### src/rtl/keypad_scanner.sv
// keypad_scanner: active-low matrix keypad scanner with debounce, a one-shot
// key event and a held status level. Key identity is reported as a linear code
// row_idx * COLS + col_idx.
//
// Ports:
//   clk        system clock
//   rst_n      asynchronous active-low reset
//   row        [ROWS-1:0] row sense lines, 0 = contact closed (pulled up)
//   col        [COLS-1:0] column drive, 0 = column selected
//   key_code   [CODE_W-1:0] last accepted key code (kept after release)
//   key_valid  one-clk pulse per accepted key event
//   key_held   level, accepted key still down
//
// Optional feature: define KEYPAD_REPEAT_EN to emit auto-repeat key_valid
// pulses while a key is held (first after REPEAT_DELAY ticks, then every
// REPEAT_RATE ticks). Without it there is exactly one key_valid per press.
//
// The row inputs are sampled directly on the scan tick; the SCAN_DIV period
// gives the external lines time to settle after a column change.

module keypad_scanner #(
  parameter int unsigned ROWS         = 4,
  parameter int unsigned COLS         = 4,
  parameter int unsigned SCAN_DIV     = 16,
  parameter int unsigned DEBOUNCE     = 4,
  parameter int unsigned REPEAT_DELAY = 32,
  parameter int unsigned REPEAT_RATE  = 8,
  localparam int unsigned CODE_W      = (ROWS * COLS > 1) ? $clog2(ROWS * COLS) : 1
) (
  input  logic              clk,
  input  logic              rst_n,
  input  logic [ROWS-1:0]   row,
  output logic [COLS-1:0]   col,
  output logic [CODE_W-1:0] key_code,
  output logic              key_valid,
  output logic              key_held
);

  localparam int unsigned ROW_W = (ROWS > 1) ? $clog2(ROWS) : 1;
  localparam int unsigned COL_W = (COLS > 1) ? $clog2(COLS) : 1;
  localparam int unsigned DIV_W = $clog2(SCAN_DIV);
  localparam int unsigned DEB_W = $clog2(DEBOUNCE + 1);

  // Reject configurations the scan/debounce logic cannot honour.
  if (ROWS < 1 || COLS < 1 || SCAN_DIV < 2 || DEBOUNCE < 1 ||
      REPEAT_DELAY < 1 || REPEAT_RATE < 1) begin : g_param_check
    $error("keypad_scanner: illegal parameter value");
  end

  typedef enum logic [1:0] {StIdle, StScan, StDebounce, StHeld} state_e;

  state_e            state_q, state_d;
  logic [DIV_W-1:0]  div_q, div_d;
  logic [COL_W-1:0]  col_idx_q, col_idx_d;
  logic [ROW_W-1:0]  cand_row_q, cand_row_d;
  logic [DEB_W-1:0]  deb_cnt_q, deb_cnt_d;
  logic [DEB_W-1:0]  rel_cnt_q, rel_cnt_d;
  logic [CODE_W-1:0] key_code_q, key_code_d;
  logic              key_valid_q, key_valid_d;
  logic              key_held_q, key_held_d;

  logic              tick;
  logic [ROWS-1:0]   row_low;
  logic              hit_any;
  logic              hit_one;
  logic [ROW_W-1:0]  hit_idx;
  logic              accept;

`ifdef KEYPAD_REPEAT_EN
  localparam int unsigned REP_MAX = (REPEAT_DELAY > REPEAT_RATE) ? REPEAT_DELAY : REPEAT_RATE;
  localparam int unsigned REP_W   = $clog2(REP_MAX + 1);

  logic [REP_W-1:0] rep_cnt_q, rep_cnt_d;
  // Set after the first repeat: later intervals use REPEAT_RATE.
  logic             rep_armed_q, rep_armed_d;
`endif

  assign tick = (div_q == DIV_W'(SCAN_DIV - 1));
  assign div_d = tick ? '0 : div_q + DIV_W'(1);

  // Row pattern decode: any/exactly-one low and the index of the low row.
  always_comb begin
    row_low = ~row;
    hit_any = |row_low;
    hit_one = hit_any && ((row_low & (row_low - ROWS'(1))) == '0);
    hit_idx = '0;
    for (int unsigned r = 0; r < ROWS; r++) begin
      if (row_low[r]) hit_idx = ROW_W'(r);
    end
  end

  always_comb begin
    state_d     = state_q;
    col_idx_d   = col_idx_q;
    cand_row_d  = cand_row_q;
    deb_cnt_d   = deb_cnt_q;
    rel_cnt_d   = rel_cnt_q;
    key_code_d  = key_code_q;
    key_valid_d = 1'b0;
    key_held_d  = key_held_q;
    accept      = 1'b0;
`ifdef KEYPAD_REPEAT_EN
    rep_cnt_d   = rep_cnt_q;
    rep_armed_d = rep_armed_q;
`endif

    if (tick) begin
      unique case (state_q)
        StIdle: begin
          if (hit_any) begin
            state_d   = StScan;
            col_idx_d = '0;
          end
        end
        StScan: begin
          if (hit_one) begin
            cand_row_d = hit_idx;
            if (DEBOUNCE == 1) begin
              accept = 1'b1;
            end else begin
              deb_cnt_d = DEB_W'(1);
              state_d   = StDebounce;
            end
          end else if (hit_any) begin
            // Several rows low on one column: ambiguous (ghosting), drop it.
            state_d = StIdle;
          end else if (col_idx_q == COL_W'(COLS - 1)) begin
            state_d = StIdle;
          end else begin
            col_idx_d = col_idx_q + COL_W'(1);
          end
        end
        StDebounce: begin
          if (hit_one && (hit_idx == cand_row_q)) begin
            if (deb_cnt_q == DEB_W'(DEBOUNCE - 1)) begin
              accept = 1'b1;
            end else begin
              deb_cnt_d = deb_cnt_q + DEB_W'(1);
            end
          end else begin
            state_d = StIdle;
          end
        end
        StHeld: begin
          // Only the candidate row matters; other keys are ignored here.
          if (row[cand_row_q]) begin
            if (rel_cnt_q == DEB_W'(DEBOUNCE - 1)) begin
              rel_cnt_d  = '0;
              key_held_d = 1'b0;
              state_d    = StIdle;
            end else begin
              rel_cnt_d = rel_cnt_q + DEB_W'(1);
            end
`ifdef KEYPAD_REPEAT_EN
            rep_cnt_d   = '0;
            rep_armed_d = 1'b0;
`endif
          end else begin
            rel_cnt_d = '0;
`ifdef KEYPAD_REPEAT_EN
            if ((!rep_armed_q && rep_cnt_q == REP_W'(REPEAT_DELAY - 1)) ||
                (rep_armed_q && rep_cnt_q == REP_W'(REPEAT_RATE - 1))) begin
              key_valid_d = 1'b1;
              rep_cnt_d   = '0;
              rep_armed_d = 1'b1;
            end else begin
              rep_cnt_d = rep_cnt_q + REP_W'(1);
            end
`endif
          end
        end
        default: state_d = StIdle;
      endcase
    end

    if (accept) begin
      // hit_idx equals cand_row_q whenever accept is raised.
      key_code_d  = CODE_W'(int'(hit_idx) * int'(COLS) + int'(col_idx_q));
      key_valid_d = 1'b1;
      key_held_d  = 1'b1;
      rel_cnt_d   = '0;
      state_d     = StHeld;
`ifdef KEYPAD_REPEAT_EN
      rep_cnt_d   = '0;
      rep_armed_d = 1'b0;
`endif
    end
  end

  always_ff @(posedge clk or negedge rst_n) begin
    if (!rst_n) begin
      state_q     <= StIdle;
      div_q       <= '0;
      col_idx_q   <= '0;
      cand_row_q  <= '0;
      deb_cnt_q   <= '0;
      rel_cnt_q   <= '0;
      key_code_q  <= '0;
      key_valid_q <= 1'b0;
      key_held_q  <= 1'b0;
    end else begin
      state_q     <= state_d;
      div_q       <= div_d;
      col_idx_q   <= col_idx_d;
      cand_row_q  <= cand_row_d;
      deb_cnt_q   <= deb_cnt_d;
      rel_cnt_q   <= rel_cnt_d;
      key_code_q  <= key_code_d;
      key_valid_q <= key_valid_d;
      key_held_q  <= key_held_d;
    end
  end

`ifdef KEYPAD_REPEAT_EN
  always_ff @(posedge clk or negedge rst_n) begin
    if (!rst_n) begin
      rep_cnt_q   <= '0;
      rep_armed_q <= 1'b0;
    end else begin
      rep_cnt_q   <= rep_cnt_d;
      rep_armed_q <= rep_armed_d;
    end
  end
`endif

  // Idle drives every column so any key press pulls a row low.
  always_comb begin
    col = '1;
    if (state_q == StIdle) begin
      col = '0;
    end else begin
      col[col_idx_q] = 1'b0;
    end
  end

  assign key_code  = key_code_q;
  assign key_valid = key_valid_q;
  assign key_held  = key_held_q;

endmodule

### config.mk
export PLATFORM = sky130hd
export DESIGN_NAME = keypad_scanner
export DESIGN_NICKNAME = d
export VERILOG_FILES = /design/src/rtl/keypad_scanner.sv
export SDC_FILE = /design/constraint.sdc
export NUM_CORES = 1
export LEC_CHECK = 0
export ABC_AREA = 1
export CORE_MARGIN = 3
export CORE_UTILIZATION = 54
export DETAILED_ROUTE_END_ITERATION = 6
export PLACE_DENSITY = 0.81
export SETUP_SLACK_MARGIN = 0.5
export SKIP_LAST_GASP = 1
export SLEW_MARGIN = 40
export SYNTH_ARGS = -nofsm -noshare
export SYNTH_HDL_FRONTEND = slang
export SYNTH_SLANG_ARGS = --single-unit
### constraint.sdc
create_clock -name clk -period 1.9 [get_ports clk]
set_clock_uncertainty 0.05 [all_clocks]
set_input_delay 0.475 -clock clk [delete_from_list [all_inputs] [get_ports clk]]
set_output_delay 0.475 -clock clk [all_outputs]
set_load 0.02 [all_outputs]
==> results of run 1 <==
## stage by stage
stage                     util, %  TNS, ps  worst slack (ps)  cell area (um2)
after floorplan                 -        0               477             1330
after global placement       76.3    -2530              -223             1590
after detailed placement     76.3    -3820              -305             1590
after CTS                    89.5        0               152             1860
## cells by family after synthesis
logic type	after synthesis	share of synthesized area [%]
AND/OR/NAND/NOR	93	31.1
buffers and inverters	27	8.68
flip-flops	22	43.9
AO/OA/AOI/OAI	15	6.89
adder cells (fa/ha/maj)	8	7.98
XOR/XNOR	2	1.40
## what timing repair did
action	4_1_cts
endpoints found under the setup margin	28
resized for setup	102
setup buffers	10
pin swaps	15
cloned	1
==> flow_summary.yaml, run 1 <==
synth:
  synth_edf_count: 0
  ys_top_cells_by_count: "42 x nand2_1, 26 x inv_1, 26 x nor2_1"
  synth_fp_nets: 181
  ys_seq_elements: 22
  synth-main-ff-cell: "dfrtp_1"
  synth_top_area_share_pct: 43.9
  synthDistinctLibCells: 18
  async_flop_share_pct: 100
  synth_area_leaders: "dfrtp_1 44%, nand2_1 13%, ha_1 8.0%"
  synth.avg_cell_area_um2: 7.51
  synth.most_common_cell: "nand2_1"
  yosysTopAreaCell: "dfrtp_1"
  synthCells: 167
  synth.yosys.seq_area_share_pct: 43.9
  synth-warning-count: 0
  mappedNetlistArea_um2: 1250
grt:
  antenna_found_initial: 0
  grt_max_degree: 23
clock_tree:
  cts.htree.levels: 1
  clock-sinks: 22
  hold_buffers: 0
  cts_buffer_depth: 2
  cts_made_buffers: 3
  cts_root_buf: "clkbuf_4"
floorplanning:
  die_x_um: 54.2
  ios: 16
  row_count: 16
  die_h_um: 54.2
  start_util_pct: 60.2
sta:
  worst_endpoint: "col[0]"
  worst-endpoint-pin-kind: "output port"
run_status:
  lastStage: "5_1_grt"
  status: "stopped before the end"
  firstError: "[ERROR DPL-0033] detailed placement checks failed during check placement."
place:
  io_buffers: 15
  dpl.cell_count: 220
  routabilityCongestion: 0.839
  dpl.hpwl_mm: 2.08
==> run 2, diff against run 1 <==
CORE_AREA = 3 3 64 66   (was unset)
CORE_MARGIN = unset   (was 3)
CORE_UTILIZATION = unset   (was 54)
DIE_AREA = 0 0 67 69   (was unset)
PLACE_DENSITY = unset   (was 0.81)
PLACE_DENSITY_LB_ADDON = 0.15   (was unset)
SETUP_SLACK_MARGIN = unset   (was 0.5)
==> run 2 against run 1 <==
  * The flow now finishes without violations
  * Synthesized cell count unchanged
  * Synthesized area stayed put
==> flow_summary.yaml, run 2 <==
clock_tree:
  cts_root_buf: "clkbuf_8"
  clock-sinks: 22
  clk_pin_slew_worst_paths_ps: 80
  cts.htree.levels: 1
  cts_made_buffers: 3
  hold_buffers: 0
  cts_buffer_depth: 2
  clk_latency_ps: 270
  cts_tree: "done"
routing:
  vias: 1148
  first_pass_iters: 4
  wl_per_cell_um: 11.1
  route.detailed.drc: 0
  ant_nets: 0
  viasPerCell: 4.59
  drt_iter0_markers: 54
  wl_mm: 2.78
layout:
  syn_to_final_growth_pct: 32.7
  multi_input_area_um2: 627
  fillers: 380
  nNetsFinal: 217
  antenna_cells: 0
  layout_commonest_cell: "nand2_1"
  drive_gt1_share_pct: 18.8
  regArea_um2: 551
  layout_common_cells: "42 x nand2_1, 26 x inv_1, 23 x nor2_1, 22 x dfrtp_1"
  finish.instance_area_um2: 1660
  utilization_pct: 45.8
sta:
  tns_ps: 0
  fin_crit_sh_pct: 96.7
  worst_pin_slew_ps: 296
  period_minus_slack_ps: 1840
  fmax_mhz: 544
  maxSlewHeadroom_pct: 80.2
  rsz0062_at_grt: "true"
  slew_viol_final: 0
  finalSetupViolCount: 0
  hold_viol: 0
synth:
  synth.yosys.seq_area_share_pct: 43.9
  yosysTopAreaCell: "dfrtp_1"
  synth_area_leaders: "dfrtp_1 44%, nand2_1 13%, ha_1 8.0%"
  synth.most_common_cell: "nand2_1"
  ys_seq_elements: 22
  synth.avg_cell_area_um2: 7.51
  synth-main-ff-cell: "dfrtp_1"
  synth-xor-area-share_pct: 1.40
  synth_fp_nets: 181
  synth-compound-area-share_pct: 6.89
  ys_top_cells_by_count: "42 x nand2_1, 26 x inv_1, 26 x nor2_1"
  synth_adder_area_share_pct: 7.98
  mappedNetlistArea_um2: 1250
  synthMuxAreaShare_pct: 0
  synth_edf_count: 0
  synthCells: 167
  synth-simple-area-share_pct: 31.1
  synth-warning-count: 0
  synth_top_area_share_pct: 43.9
  synthDistinctLibCells: 18
  synth_top_family_by_area: "simple AND/OR/NAND/NOR gates"
  async_flop_share_pct: 100
floorplanning:
  die-area_um2: 4620
  die_x_um: 67
  die_h_um: 69
  row_count: 22
  start_util_pct: 34.5
  core_area_um2: 3630
  ios: 16
worst_hold_path:
  worstHoldPathType: "reg -> reg"
grt:
  antenna_found_initial: 0
  grtUsageTotal_pct: 12.7
  grt_pass1_vias: 1109
  grt_overflow: 0
  grt_max_degree: 23
  grt_pass1_wl_mm: 4.54
critical_path:
  crit_arrival_ps: 1310
  critPathLaunchType: "flip-flop"
  critPathRequiredTime_ps: 1370
  critPathKind: "reg -> out"
  cp_max_fo: 4
  cp-end-kind: "primary output"
place:
  io_buffers: 15
  place_area_um2: 1550
  dpl.hpwl_mm: 1.97
  routabilityCongestion: 0.752
run_status:
  status: "finished, final reports clean"
power_and_ir_drop:
  vdd_drop_max_mv: 0.290
  p_per_area_nw_per_um2: 713
  finalPower_mw: 1.19
  leakage_nw: 0.892
job:
  max_cap_violations: 0
[run 2: cell counts after synthesis]
Identical to the previous run, type by type.
[run 2: area by class of cell]
| type | count | area share [%] |
|---|---|---|
| inverter | 26 | 5.86 |
| sequential | 22 | 33.1 |
| multi-input combinational | 119 | 37.7 |
| tap | 48 | 3.61 |
| clock buffer | 3 | 2.48 |
| clock inverter | 1 | 1.80 |
| timing repair buffer | 31 | 15.5 |
[run 2: kinds of logic (layout without fill, tap and decap cells)]
kind of cell    Yosys count  count (layout)
compound gates           15              15
xor+xnor                  2               2
fa+ha+maj                 8               8
buf+inv                  27              61
flops                    22              22
simple gates             93              94
[run 2: path summary, 6_finish.rpt]
path | from | to | slack [ps] | depth (start not counted)
max in group asynchronous | rst_n | div_q[1] | 1070 | 2
min | key_held | key_held | 430 | 2
min in group asynchronous | rst_n | key_code[2] | 510 | 2
min reg2reg | key_held | key_held | 430 | 2
max | col_idx_q[0] | col[1] | 60 | 4
max reg2reg | div_q[0] | deb_cnt_q[1] | 220 | 8
[run 2: worst max-delay path, cell delays in order, from the launching register on]
cell,delay [ps]
dfrtp_1,430
buf_4,150
ha_1,190
nor2_1,110
buf_2,170
[run 2: timing repair]
| item | in CTS | in global routing |
|---|---|---|
| hold endpoints to repair | 0 | 0 |
| resized for setup | 13 | 12 |
| setup buffers | 1 | 2 |
| gates cloned | 0 | 1 |
| pin swaps | 0 | 1 |
| setup endpoints to repair | 8 | 18 |
[run 2: metal layers]
layer / vias to the layer above / routed length, um / global-route usage [%]
met2: 28 / 1300 / 20.4
met1: 525 / 1290 / 15.6
met3: 6 / 124 / 2.44
li1: 589 / - / -
met4: 0 / 61 / 6.98
met5: - / 0 / 0
[run 2: power breakdown]
part           internal (mW)  switching [mW]
logic                 0.0955           0.139
clock network          0.282           0.161
registers              0.490          0.0198
total                  0.867           0.319
[run 2: per-stage QoR]
stage | worst slack [ps] | std cells | hold slack (ps)
after floorplan | 370 | 167 | 129
after global placement | -227 | 242 | 412
after detailed placement | -330 | 242 | 413
after CTS | 9.14 | 247 | 434
after global routing | 1.83 | 250 | 459
final | 63.0 | 250 | 429
(Power assumes the default switching activity.)
